`config.mk`:
```
export PLATFORM = sky130hd
export DESIGN_NAME = mc_cpu_controller
export DESIGN_NICKNAME = d
export VERILOG_FILES = /design/src/rtl/mc_cpu_controller.sv
export SDC_FILE = /design/constraint.sdc
export NUM_CORES = 1
export LEC_CHECK = 0
export ABC_CLOCK_PERIOD_IN_PS = 5100
export BUFFER_PORTS_ARGS = -buffer_cell sky130_fd_sc_hd__buf_2
export CORE_MARGIN = 3
export CORE_UTILIZATION = 54
export CTS_CLUSTER_SIZE = 12
export DETAILED_ROUTE_END_ITERATION = 12
export PLACE_DENSITY = 0.83
export REMOVE_ABC_BUFFERS = 1
export SETUP_SLACK_MARGIN = 0.15
export SLEW_MARGIN = 20
export SYNTH_ARGS = -nofsm -noshare
export SYNTH_HDL_FRONTEND = slang
export SYNTH_SLANG_ARGS = --single-unit
```
`constraint.sdc`:
```
create_clock -name clk -period 5.1 [get_ports clk]
set_input_delay 0.51 -clock clk [delete_from_list [all_inputs] [get_ports clk]]
set_output_delay 0.51 -clock clk [all_outputs]
set_load 0.05 [all_outputs]
```
`src/rtl/mc_cpu_controller.sv`:
```
// Multi-cycle IF/ID/EX/MEM/WB sequencer for the 55-instruction MIPS datapath; strobes decode combinationally from state/i/flags.
// 2..4 cycles per instruction plus MEM_WAIT memory cycles or an open-ended MD stall on md_done; retired counts completed instructions.
module mc_cpu_controller #(
  parameter int NUM_INSTR    = 55,
  parameter int MEM_WAIT     = 1,
  parameter bit IRQ_EN       = 1'b0,
  parameter bit ILLEGAL_TRAP = 1'b1,
  parameter int CNT_W        = 32
) (
  input  logic                 clk,
  input  logic                 rst_n,
  input  logic [NUM_INSTR-1:0] i,
  input  logic                 z,
  input  logic                 neg,
  input  logic                 md_done,
  input  logic                 irq,
  input  logic                 ie,
  output logic                 ir_ena,
  output logic                 pc_ena,
  output logic [2:0]           pc_src,
  output logic                 rf_w,
  output logic                 dm_cs,
  output logic                 dm_r,
  output logic                 dm_w,
  output logic                 md_start,
  output logic                 hi_ena,
  output logic                 lo_ena,
  output logic                 exc,
  output logic [4:0]           cause,
  output logic [2:0]           state,
  output logic [CNT_W-1:0]     retired
);

  typedef enum logic [2:0] {
    S_IF  = 3'd0,
    S_ID  = 3'd1,
    S_EX  = 3'd2,
    S_MEM = 3'd3,
    S_WB  = 3'd4,
    S_MD  = 3'd5,
    S_EXC = 3'd6,
    S_RST = 3'd7
  } state_e;

  localparam int I_JR = 16, I_LW = 22, I_SW = 23, I_BEQ = 24, I_BNE = 25;
  localparam int I_J = 29, I_JAL = 30, I_DIVU = 32, I_ERET = 33, I_JALR = 34;
  localparam int I_LB = 35, I_LBU = 36, I_LHU = 37, I_SB = 38, I_SH = 39, I_LH = 40;
  localparam int I_MTC0 = 44, I_MTHI = 45, I_MTLO = 46, I_MULT = 47, I_MULTU = 48;
  localparam int I_SYSCALL = 49, I_TEQ = 50, I_BGEZ = 51, I_BREAK = 52, I_DIV = 53, I_MUL = 54;

  localparam logic [2:0] PC_SEQ = 3'd0, PC_BR = 3'd1, PC_JMP = 3'd2, PC_RS = 3'd3;
  localparam logic [2:0] PC_EXC = 3'd4, PC_EPC = 3'd5;

  localparam logic [4:0] C_INT = 5'b00000, C_SYS = 5'b01000, C_BRK = 5'b01001;
  localparam logic [4:0] C_RI  = 5'b01010, C_TR  = 5'b01101;

  localparam int              MW_W    = (MEM_WAIT > 1) ? $clog2(MEM_WAIT) : 1;
  localparam logic [MW_W-1:0] MW_LAST = MW_W'(MEM_WAIT - 1);

  state_e           state_q, state_d;
  logic [MW_W-1:0]  cnt_q, cnt_d;
  logic [4:0]       cause_q, cause_d;
  logic [CNT_W-1:0] retired_q, retired_d;

  logic one_hot, is_jump, is_branch, br_taken, is_md, is_load, is_store, is_mt;

  // Exactly one bit set: nonzero and clearing the lowest set bit leaves nothing.
  assign one_hot   = (i != '0) && ((i & (i - NUM_INSTR'(1))) == '0);
  assign is_jump   = i[I_J] | i[I_JAL] | i[I_JR] | i[I_JALR] | i[I_ERET];
  assign is_branch = i[I_BEQ] | i[I_BNE] | i[I_BGEZ];
  assign br_taken  = (i[I_BEQ] & z) | (i[I_BNE] & ~z) | (i[I_BGEZ] & ~neg);
  assign is_md     = i[I_MULT] | i[I_MULTU] | i[I_DIV] | i[I_DIVU] | i[I_MUL];
  assign is_load   = i[I_LW] | i[I_LB] | i[I_LBU] | i[I_LHU] | i[I_LH];
  assign is_store  = i[I_SW] | i[I_SB] | i[I_SH];
  assign is_mt     = i[I_MTC0] | i[I_MTHI] | i[I_MTLO];

  always_comb begin
    state_d   = state_q;
    cnt_d     = cnt_q;
    cause_d   = cause_q;
    retired_d = retired_q;
    ir_ena    = 1'b0;
    pc_ena    = 1'b0;
    pc_src    = PC_SEQ;
    rf_w      = 1'b0;
    dm_cs     = 1'b0;
    dm_r      = 1'b0;
    dm_w      = 1'b0;
    md_start  = 1'b0;
    hi_ena    = 1'b0;
    lo_ena    = 1'b0;
    exc       = 1'b0;
    cause     = 5'd0;

    case (state_q)
      S_RST: state_d = S_IF;

      S_IF: begin
        if (IRQ_EN && irq && ie) begin
          cause_d = C_INT;
          state_d = S_EXC;
        end else begin
          ir_ena  = 1'b1;
          state_d = S_ID;
        end
      end

      S_ID: begin
        if (!one_hot) begin
          if (ILLEGAL_TRAP) begin
            cause_d = C_RI;
            state_d = S_EXC;
          end else begin
            pc_ena  = 1'b1;
            state_d = S_IF;
          end
        end else if (i[I_SYSCALL]) begin
          cause_d = C_SYS;
          state_d = S_EXC;
        end else if (i[I_BREAK]) begin
          cause_d = C_BRK;
          state_d = S_EXC;
        end else if (is_jump) begin
          pc_ena  = 1'b1;
          pc_src  = i[I_ERET] ? PC_EPC : ((i[I_JR] | i[I_JALR]) ? PC_RS : PC_JMP);
          rf_w    = i[I_JAL] | i[I_JALR];
          state_d = S_IF;
        end else begin
          state_d = S_EX;
        end
      end

      S_EX: begin
        if (is_branch) begin
          pc_ena  = 1'b1;
          pc_src  = br_taken ? PC_BR : PC_SEQ;
          state_d = S_IF;
        end else if (i[I_TEQ]) begin
          if (z) begin
            cause_d = C_TR;
            state_d = S_EXC;
          end else begin
            pc_ena  = 1'b1;
            state_d = S_IF;
          end
        end else if (is_md) begin
          md_start = 1'b1;
          state_d  = S_MD;
        end else if (is_load || is_store) begin
          cnt_d   = MW_LAST;
          state_d = S_MEM;
        end else if (is_mt) begin
          pc_ena  = 1'b1;
          hi_ena  = i[I_MTHI];
          lo_ena  = i[I_MTLO];
          state_d = S_IF;
        end else begin
          state_d = S_WB;
        end
      end

      S_MEM: begin
        dm_cs = 1'b1;
        dm_r  = is_load;
        // The counter is only reloaded in EX, so MW_LAST marks the first MEM cycle.
        dm_w  = is_store && (cnt_q == MW_LAST);
        if (cnt_q == '0) begin
          if (is_load) begin
            state_d = S_WB;
          end else begin
            pc_ena  = 1'b1;
            state_d = S_IF;
          end
        end else begin
          cnt_d = cnt_q - MW_W'(1);
        end
      end

      S_WB: begin
        rf_w    = 1'b1;
        pc_ena  = 1'b1;
        state_d = S_IF;
      end

      S_MD: begin
        if (md_done) begin
          hi_ena  = 1'b1;
          lo_ena  = 1'b1;
          rf_w    = i[I_MUL];
          pc_ena  = 1'b1;
          state_d = S_IF;
        end
      end

      S_EXC: begin
        exc     = 1'b1;
        cause   = cause_q;
        pc_ena  = 1'b1;
        pc_src  = PC_EXC;
        state_d = S_IF;
      end

      default: state_d = S_RST;
    endcase

    if (pc_ena && (state_q != S_EXC)) begin
      retired_d = retired_q + CNT_W'(1);
    end
  end

  always_ff @(posedge clk or negedge rst_n) begin
    if (!rst_n) begin
      state_q   <= S_RST;
      cnt_q     <= '0;
      cause_q   <= '0;
      retired_q <= '0;
    end else begin
      state_q   <= state_d;
      cnt_q     <= cnt_d;
      cause_q   <= cause_d;
      retired_q <= retired_d;
    end
  end

  assign state   = state_q;
  assign retired = retired_q;

endmodule
```
# == Word-level counts from Yosys, hierarchy flattened ==
# Cells that the tools add are included.
# word_totals
register_bits,41
inputBits,62
wordCells,145
# classes
n_addsub,3
n_eq_ne,17
n_mux,78
bitwise_logic,29
reduce_logical,14
# op_table
op,count
$and 55x55->55,1
$logic_not 55->1,1
$reduce_bool 55->1,1
$sub 55x1->55 const B,1
$mux 3,17
$mux 1,45
$mux 5,7
$add 32x1->32 const B,1
$or 1x1->1,22
$pmux 3 s6,1
$ne 2x2->1 const B,8
$eq 3x3->1 const B,4
$pmux 5 s2,1
$reduce_and 5->1,2
$pmux 3 s3,1
$eq 3x2->1 const B,2
$pmux 1 s2,3
$pmux 1 s5,1
$ne 4x4->1 const B,1
$reduce_bool 2->1,2
$and 1x1->1,3
$eq 3x1->1 const B,1
$logic_and 1x1->1,3
$logic_not 3->1,1
9 further kinds,11

# == Logic depth before layout (Yosys ltp) ==
# logic_depth
ltp_word,11
depth_mapped,12
depth_no_buf,11

# == Least setup slack after synthesis ==
# No wires, ideal clock.
# synth_timing
kind,input to output
from,in i[10]
to,out pc_src[1]
arrival_ns,5.159
required_ns,4.590
slack_ns,-0.569
cell_stages,8
path_cell_list,or4_4 nor4_4 nand2_2 a2111o_1 or4_1 nor4_2 nand2_2 a2111oi_0
# synth_between
elab_chain_len,6
word_cells_on_any_way,7
classes_between,add/sub (1); mux (2); bitwise (1); reduce/logical (3)
# synth_lines
element,line,source
from (decl),12,"input logic [NUM_INSTR-1:0] i,"
$sub 55x1->55,68,assign one_hot = (i != '0) && ((i & (i - NUM_INSTR'(1))) == '0);
$and 55x55->55,68,
$logic_not 55->1,68,
$logic_and 1x1->1 *,68,
$mux 3 *,109,if (!one_hot) begin
$pmux 3 s3 *,95,case (state_q)
to (decl),20,"output logic [2:0] pc_src,"
# Mark *: on every way between the ends. The rest lies on a longest branch, timed or not.

# == Worst setup path in the final report ==
# layout_timing
from,in i[15]
to,out pc_src[1]
# Same word-level chain as after synthesis.

==> flow_metrics.tcl <==
set metrics [dict create \
    outcome "finished clean" \
    numCtsBuffers 5 \
    period_share_pct 91.2 \
    vias 3489 \
    wl_um 9240 \
    final_nets 544 \
    grt_max_degree 40 \
    cts_buffer_depth 2 \
    wl_met2_um 4410 \
    cts-root-buf "clkbuf_8" \
    synthCells 371 \
    dr.max_layer_used "met4" \
    grt_pass1_vias 3084 \
    cts_sinks 39 \
    powerDensity_mw_per_mm2 323 \
    layout_min_cycle_time_ns 4.65 \
    finalPower_mw 1.25 \
    startpoint_type "input pin" \
    synth-seq-area-share_pct 31.2 \
    cts_tree "built" \
    synth-seq-cells 39 \
    dieArea_mm2 0.00677 \
    syn2layout_area_growth_pct 22.9 \
    clkPwrFrac_pct 21.3 \
    grt_usage_pct 28.1 \
    r2r_cells 10 \
    fin_tns_setup_ns 0 \
    dieWidth_um 82.3 \
    vdd_ir_drop_max_mv 0.464 \
    pin_count 115 \
    finClkSkew_ns 0.00747 \
    finalSetupViolations 0 \
    preCtsSetupSlack_ns 0.549 \
    fill_cells 491 \
    ys.flop_type "dfrtp_1" \
    io_buffers 111 \
    fin_ws_ns 0.449 \
    ctsResizeCount 0 \
    path_class "input pin to output pin" \
    cp.required_ns 4.59 \
    p_int_mw 0.680 \
    grt_setup_unrepaired "no" \
    met3_length_um 650 \
    r2r_slack_ns 2.39 \
    wl_per_cell_um 16.7 \
    switching_share_pct 45.4 \
    fmax_mhz 215 \
    met1_length_um 3960 \
    min-delay-path-class "input pin to async pin" \
    async_flop_share_pct 100 \
    drt_iter0_markers 242 \
    diodes 0 \
    post-dp-hpwl_um 7140 \
    antenna_found_initial 0 \
    yosysUniqueCellTypes 64 \
    design_area_mm2 0.00386 \
    path_max_fanout 8 \
    row_count 27 \
    postCtsHoldBufs 0 \
    synth_enable_flop_cells 0 \
    core_mm2 0.00557 \
    p_leak_nw 1.78 \
    final-hold-violation-count 0 \
    tightest_slew_ns 0.860 \
    dpl_cell_area_mm2 0.00375 \
    p_switching_mw 0.567 \
    endpoint_kind "output pin" \
    ys_warn_count 0 \
    share_comb_of_total_power_pct 44.3 \
    hold-worst-slack_ns 0.325 \
    grt_overflow 0 \
    clkLatencyLatePin_ns 0.29 \
    synth_area_mm2 0.00314 \
    drcViolationCount 0 \
    gp_congestion 0.930 \
    cts_setup_buffers 0 \
    pwr-share-seq_pct 34.4 \
    drive_gt1_share_pct 31.1 \
    crit_arrival_ns 4.14 \
    die_h_um 82.3 \
    drv_cap 0 \
    clk_pin_slew_worst_paths_ns 0.07 \
    slew_viol_final 0 \
    viasPerCell 6.30 \
    grt_pass1_wl_um 14900 \
    ant_nets 0 \
    syn_avg_cell_area_um2 8.48 \
    cts.htree.levels 2 \
    drtPass1Iterations 5 \
    relSlewSlack_pct 42.7 \
    initial_core_util_pct 56.4 \
]
## synthesized netlist by cell type, drive strengths merged, types with 2 or more instances
| library cell | count | share of area (%) |
|---|---|---|
| o41ai | 3 | 0.84 |
| or4 | 15 | 3.9 |
| nor2b | 3 | 0.60 |
| o21a | 3 | 0.72 |
| inv | 11 | 1.3 |
| o2111ai | 3 | 0.84 |
| o31ai | 8 | 1.9 |
| nor4 | 20 | 5.1 |
| or2 | 5 | 0.99 |
| xor2 | 21 | 5.8 |
| o31a | 3 | 0.84 |
| and3 | 16 | 3.2 |
| and4 | 2 | 0.56 |
| nor3 | 29 | 5.9 |
| o21ai | 14 | 2.2 |
| o32a | 2 | 0.64 |
| dfrtp | 36 | 29 |
| a22o | 2 | 0.56 |
| nor4b | 3 | 1.4 |
| nand4b | 2 | 0.56 |
| or3 | 9 | 1.9 |
| nand4 | 16 | 3.2 |
| nand2b | 6 | 1.2 |
| o22ai | 5 | 0.99 |
| a21oi | 7 | 1.1 |
| nor2 | 25 | 3.0 |
| a2111oi | 3 | 0.84 |
| nand2 | 33 | 4.1 |
| buf | 4 | 1.1 |
| nand3 | 16 | 2.5 |
| clkbuf | 6 | 0.72 |
| o211ai | 2 | 0.48 |
| a211oi | 5 | 1.2 |
| xnor2 | 10 | 2.8 |
| dfstp | 3 | 2.5 |
## critical path: stages
cell and delay [ns]:
buf_2 0.12, or4_4 0.56, nand4b_1 0.33, or3_1 0.52, a2111oi_0 0.48, o2111ai_1 0.18, nor4_1 0.27, nand2_2 0.18
a2111oi_0 0.61, buf_2 0.38
## state kept, by name, indices dropped and copies added (netlist names)
name and count:
cause_q 4, retired 32, state 3
## cells in the final DEF, fill, tap and decap left out, types with 7 or more instances in the layout
cell	instances
nor3_2	8
xor2_1	21
nor2_1	25
nand3_1	16
or4_1	12
o31ai_1	8
buf_2	111
nand4_1	16
inv_1	11
xnor2_1	10
nor4_1	17
dfrtp_1	36
a21oi_1	7
and3_1	16
nand2_1	31
nor3_1	21
or3_1	8
o21ai_0	14
## per-stage QoR
stage	utilization, %	cells
floorplan	-	361
global placement	67.2	546
detailed placement	67.2	546
CTS	69.3	554
global route	69.3	554
finish	69.3	554
## power by group through the flow
stage | sequential, mW | combinational, mW | clock [mW]
2_1_floorplan | 0.528 | 0.275 | 0
3_3_place_gp | 0.430 | 0.539 | 0
6_report | 0.429 | 0.552 | 0.266
4_1_cts | 0.427 | 0.551 | 0.269
3_5_place_dp | 0.433 | 0.546 | 0
5_1_grt | 0.438 | 0.593 | 0.282
## worst paths after layout
check                            from     endpoint
max                             i[15]    pc_src[1]
min                             rst_n  retired[21]
max reg2reg                retired[7]  retired[31]
min reg2reg                cause_q[3]   cause_q[3]
max in group asynchronous       rst_n   retired[4]
min in group clk           cause_q[3]   cause_q[3]
## logic make-up after synthesis
kind of cell	count (synthesis)	share of synthesized area, %
AND/OR/NAND/NOR	203	39.0
AO/OA/AOI/OAI	73	16.9
flip-flops	39	31.2
XOR/XNOR	31	8.64
buffers and inverters	21	3.14
multiplexers	2	0.676
adder cells (fa/ha/maj)	1	0.398
other	1	0.119
## layer usage
layer | global-route usage (%) | vias to the layer above
met1 | 39.5 | 1634
met2 | 44.5 | 163
met5 | 0 | -
li1 | - | 1666
met4 | 7.64 | 0
met3 | 4.66 | 26
## cell type report
class | count | area, um^2 | share of cell area (%)
flip-flops and latches | 39 | 980 | 25.3
clock buffers | 6 | 82.6 | 2.14
inverters | 11 | 41.3 | 1.07
multi-input cells | 311 | 2070 | 53.4
repair buffers | 113 | 571 | 14.8
clock inverters | 2 | 35.0 | 0.906
well taps | 72 | 90.1 | 2.33
Note: power is estimated with default switching activity, not from simulation.
